File: src/rtl/pdm_pkg.sv
// Shared constants for the PDM modulator / demodulator pair.
// Both ends take their sample width from here so loopback scales agree.
package pdm_pkg;

  localparam int unsigned DEF_DECIM      = 32;
  localparam int unsigned DEF_OUT_WIDTH  = 10;
  localparam int unsigned LOG2_DECIM     = $clog2(DEF_DECIM);
  localparam int unsigned ACC_W          = DEF_OUT_WIDTH + 1;
  localparam int unsigned PDM_DIN_WIDTH  = DEF_OUT_WIDTH;

  // Warm-up tracking: two decimation events prime the comb delays.
  typedef enum logic [1:0] {
    ST_WARM0 = 2'd0,
    ST_WARM1 = 2'd1,
    ST_RUN   = 2'd2
  } warm_state_e;

endpackage

File: src/rtl/pdm_demod_cic_int.sv
// CIC integrator stage: enabled wrap-around accumulator with synchronous
// active-low clear; exposes the value it takes on the current cycle.
module cic_int
  import pdm_pkg::*;
#(
  parameter int unsigned W = ACC_W
) (
  input  logic         clk,
  input  logic         i_clr_n,
  input  logic         i_en,
  input  logic [W-1:0] i_add,
  output logic [W-1:0] o_acc_next_c
);

  logic [W-1:0] r_acc;
  logic [W-1:0] w_next;

  // Modulo-2^W wrap is intentional; the comb stages undo it.
  assign w_next       = i_en ? (r_acc + i_add) : r_acc;
  assign o_acc_next_c = w_next;

  always_ff @(posedge clk) begin
    if (!i_clr_n) begin
      r_acc <= '0;
    end else begin
      r_acc <= w_next;
    end
  end

endmodule

File: src/rtl/pdm_demod.sv
// 2nd-order CIC (sinc^2) PDM demodulator: 1-bit unipolar stream in,
// OUT_WIDTH-bit unsigned samples out every DECIM accepted bits.
module pdm_demod
  import pdm_pkg::*;
#(
  parameter int unsigned DECIM     = DEF_DECIM,
  parameter int unsigned OUT_WIDTH = DEF_OUT_WIDTH
) (
  input  logic                 clk,
  input  logic                 rst,
  input  logic                 en,
  input  logic                 pdm_in,
  output logic [OUT_WIDTH-1:0] dout,
  output logic                 out_valid,
  output logic                 settled
);

  localparam int unsigned PH_W = $clog2(DECIM);
  localparam int unsigned AW   = OUT_WIDTH + 1;
  localparam logic [AW-1:0]   FULL_SCALE = AW'(1) << OUT_WIDTH;
  localparam logic [PH_W-1:0] LAST_PHASE = PH_W'(DECIM - 1);

  if ((OUT_WIDTH != 2 * PH_W) || (DECIM < 4) || (DECIM > 256) ||
      ((DECIM & (DECIM - 1)) != 0)) begin : g_bad_cfg
    $fatal(1, "pdm_demod: DECIM must be a power of two in 4..256 and OUT_WIDTH = 2*log2(DECIM)");
  end

  logic [PH_W-1:0]      r_phase;
  logic [AW-1:0]        w_int1_next;
  logic [AW-1:0]        w_int2_next;
  logic [AW-1:0]        r_d1;
  logic [AW-1:0]        r_d2;
  logic [AW-1:0]        w_c1;
  logic [AW-1:0]        w_c2;
  logic [OUT_WIDTH-1:0] w_result;
  logic                 w_event;
  logic                 w_emit;
  warm_state_e          r_state;
  warm_state_e          w_state_next;
  logic [OUT_WIDTH-1:0] r_dout;
  logic                 r_valid;
  logic                 r_settled;

  cic_int #(.W(AW)) u_int1 (
    .clk          (clk),
    .i_clr_n      (rst),
    .i_en         (en),
    .i_add        (AW'(pdm_in)),
    .o_acc_next_c (w_int1_next)
  );

  cic_int #(.W(AW)) u_int2 (
    .clk          (clk),
    .i_clr_n      (rst),
    .i_en         (en),
    .i_add        (w_int1_next),
    .o_acc_next_c (w_int2_next)
  );

  // Comb stages run at the decimated rate off the integrator's next value.
  assign w_event  = en && (r_phase == LAST_PHASE);
  assign w_c1     = w_int2_next - r_d1;
  assign w_c2     = w_c1 - r_d2;
  assign w_result = (w_c2 >= FULL_SCALE) ? '1 : w_c2[OUT_WIDTH-1:0];

  always_ff @(posedge clk) begin
    if (!rst) begin
      r_state <= ST_WARM0;
    end else begin
      r_state <= w_state_next;
    end
  end

  always_comb begin
    w_state_next = r_state;
    w_emit       = 1'b0;
    if (w_event) begin
      unique case (r_state)
        ST_WARM0: w_state_next = ST_WARM1;
        ST_WARM1: w_state_next = ST_RUN;
        ST_RUN:   w_emit       = 1'b1;
        default:  w_state_next = ST_WARM0;
      endcase
    end
  end

  always_ff @(posedge clk) begin
    if (!rst) begin
      r_phase   <= '0;
      r_d1      <= '0;
      r_d2      <= '0;
      r_dout    <= '0;
      r_valid   <= 1'b0;
      r_settled <= 1'b0;
    end else begin
      r_valid <= w_emit;
      if (en) begin
        r_phase <= r_phase + PH_W'(1);
      end
      if (w_event) begin
        r_d1 <= w_int2_next;
        r_d2 <= w_c1;
      end
      if (w_emit) begin
        r_dout    <= w_result;
        r_settled <= 1'b1;
      end
    end
  end

  assign dout      = r_dout;
  assign out_valid = r_valid;
  assign settled   = r_settled;

endmodule

File: config.mk
export PLATFORM = sky130hd
export DESIGN_NAME = pdm_demod
export DESIGN_NICKNAME = d
export VERILOG_FILES = /design/src/rtl/pdm_pkg.sv /design/src/rtl/pdm_demod_cic_int.sv /design/src/rtl/pdm_demod.sv
export SDC_FILE = /design/constraint.sdc
export NUM_CORES = 1
export LEC_CHECK = 0
export BUFFER_PORTS_ARGS = -buffer_cell sky130_fd_sc_hd__buf_2
export CAP_MARGIN = 10
export CORE_MARGIN = 5
export CORE_UTILIZATION = 62
export DETAILED_ROUTE_END_ITERATION = 16
export GPL_TIMING_DRIVEN = 0
export PLACE_DENSITY = 0.8
export SYNTH_ARGS = -nofsm -noshare
export SYNTH_HDL_FRONTEND = slang
export SYNTH_SLANG_ARGS = --single-unit
File: constraint.sdc
create_clock -name clk -period 6.4 [get_ports clk]
set_clock_uncertainty 0.2 [all_clocks]
set_input_delay 0.64 -clock clk [delete_from_list [all_inputs] [get_ports clk]]
set_output_delay 0.64 -clock clk [all_outputs]
set_load 0.05 [all_outputs]
==> results.cfg <==
[clock_tree]
clock-root-buffer = clkbuf_8
worst_skew_pair.late_latency_ns = 0.35
cts.clk_slew.worst_paths_ns = 0.07
hold_buffers = 0
htreeDepth = 3
cts_buffer_depth = 2
cts_resized = 0
cts_buffers = 9
cts_setup_buffers = 0
cts.sinks = 63
cts_tree = yes

[route]
vias = 3135
dr.pass1.iters = 4
drt_first_iter_violations = 125
postRouteAntennaNets = 0
wl_um = 7950
wl_per_cell_um = 14.5
drc = 0
routed_via_density = 5.70

[final_layout]
syn_to_final_growth_pct = 9.70
antenna_cells = 0
utilization_pct = 70.6
nNetsFinal = 512
drive_gt1_share_pct = 10.7
fill_cells = 504

[placement]
gp_congestion = 0.903
io_buffer_count = 14
dp_hpwl_um = 5960

[worst_setup_path]
cp_max_fo = 10
end_kind = register
critPathLaunchType = primary input
startpoint = pdm_in
cp.required_ns = 6.42
timing.rr.start = u_int1.r_acc[0]
path_class = primary input to register
crit_arrival_ns = 5.55

[global_routing]
track_usage_pct = 22.0
grt-ovfl-total = 0
grt_max_degree = 12
grt_pass1_vias = 2984
antenna_found_initial = 0
grt_pass1_wl_um = 13400

[floorplan]
initial_core_util_pct = 64.3
coreArea_um2 = 5960
pin_count = 16
die_w_um = 88.6
dieHeight_um = 88.6
num_rows = 28
die-area_um2 = 7850

[hold_path]
hold_start = r_d1[5]
hp-class = register to register

[synth]
synth-edff-count = 0
syn_area_um2 = 3830
synthFlopType = dfxtp_1
netlist_instances = 446
syn_avg_cell_area_um2 = 8.59
ys_ff_latch = 63
synth_cell_type_count = 53
async_reset_ff_share_pct = 0
yosysWarnings = 0
syn-num-nets = 488
seq_area_frac_synth_pct = 32.9

[power_and_ir_drop]
p_leak_uw = 0.00185
powerDensity_nw_per_um2 = 219
vdd_drop_max_uv = 171

[timing]
maxSlewViolCount = 0
min_period_ns = 5.54
rsz0062_at_grt = false
hold_viol = 0
fin_setup_tns_ns = 0
worstMarginPinSlew_ns = 0.565
timing.slew.headroom_pct = 62.3
finalSetupViolations = 0
period_share_pct = 86.5
max_freq_mhz = 181

[outcome]
status = completed

[job]
drv_cap = 0
cell families after synthesis:
group	synth area share, %
mux	4.44
buf+inv	5.94
xor+xnor	9.34
simple gates	18.3
fa+ha+maj	13.0
compound gates	16.1
flops	32.9
critical path: stages:
cell	delay (ns)
buf_2	0.11
ha_1	0.20
nand2_1	0.08
xor2_1	0.27
inv_1	0.10
ha_1	0.29
a21o_1	0.18
a21o_1	0.20
a21o_1	0.18
a21oi_1	0.23
xnor2_1	0.12
mux2_2	0.29
ha_1	0.30
nand2_1	0.10
nor2_1	0.04
nor3b_1	0.23
xnor2_1	0.17
ha_1	0.28
or2_2	0.29
a21oi_1	0.16
a21oi_1	0.09
a21o_1	0.21
a21oi_1	0.16
xnor2_1	0.16
xnor2_4	0.31
a31oi_1	0.15
Yosys cell counts, drive strengths merged (12+ instances only):
master   n  area share, %
a21o    12            2.4
a21oi   31            4.0
and2    19            3.1
clkbuf  12            1.2
dfxtp   63             33
ha      35             11
inv     35            3.4
nand2   40            4.0
nor2    31            3.0
o21ai   17            2.2
xnor2   24            6.0
xor2    12            2.7
path summary, 6_finish.rpt:
| check | cells after the start | slack (ns) | endpoint |
|---|---|---|---|
| max | 26 | 0.86 | dout[8] |
| min | 2 | 0.26 | r_d1[5] |
| max reg2reg | 25 | 0.94 | dout[8] |
| min reg2reg | 2 | 0.26 | r_d1[5] |
routing by layer:
metal / vias to the layer above / track usage (%) / wire [um]
li1: 1594 / - / -
met1: 1484 / 27.9 / 3780
met2: 46 / 36.8 / 3790
met3: 11 / 5.87 / 261
met4: 0 / 6.04 / 116
met5: - / 0 / 0
flip-flops by register name, summed over array words and instances, names as in the netlist:
signal        count
u_int1.r_acc     11
r_d2             11
u_int2.r_acc     11
r_phase           5
r_state           2
dout             10
r_d1             11
settled           1
out_valid         1
power by group:
part	switching (uW)	internal [uW]	total, uW
Combinational	81.0	63.8	145
Sequential	2.73	395	398
Clock	162	216	378
per-stage QoR:
| step | setup WS (ns) | instance area (um^2) | total power, uW | hold slack, ns | std cells |
|---|---|---|---|---|---|
| 6_report | 0.863 | 4200 | 921 | 0.256 | 550 |
| 5_1_grt | 0.498 | 4200 | 960 | 0.278 | 550 |
| 4_1_cts | 0.326 | 4210 | 927 | 0.256 | 551 |
| 3_5_place_dp | 0.0180 | 4000 | 552 | 0.246 | 535 |
| 3_3_place_gp | 0.139 | 4000 | 548 | 0.244 | 535 |
| 2_1_floorplan | 0.798 | 3830 | 523 | 0.236 | 446 |
cell type report:
cell class	count	area, um^2	area share [%]
clock inverters	7	87.6	2.08
inverters	35	131	3.13
repair buffers	14	70.1	1.67
multi-input cells	329	2340	55.7
plain buffers	18	92.6	2.20
well taps	75	93.8	2.23
clock buffers	9	124	2.95
flip-flops and latches	63	1260	30.0
layout by cell type, fill, tap and decap left out, types with 4 or more instances in the layout:
cell type / Yosys / routed
nand4_1: 5 / 5
a21oi_1: 31 / 31
mux2i_1: 8 / 8
clkinv_2: 0 / 4
o21ai_0: 17 / 17
nor3_1: 6 / 6
xnor2_1: 23 / 23
nand2_1: 39 / 39
xor2_1: 12 / 12
a211oi_1: 6 / 6
and3_1: 8 / 8
mux2_2: 8 / 8
nand3_1: 9 / 9
nor2_1: 31 / 31
nor2b_1: 5 / 5
dfxtp_1: 63 / 63
ha_1: 35 / 35
buf_2: 1 / 15
a31oi_1: 10 / 10
clkbuf_1: 12 / 11
clkbuf_8: 0 / 9
a21o_1: 12 / 12
inv_1: 34 / 34
and2_1: 19 / 19
o21a_1: 4 / 4
No activity file was read; power rests on OpenSTA's default activity.
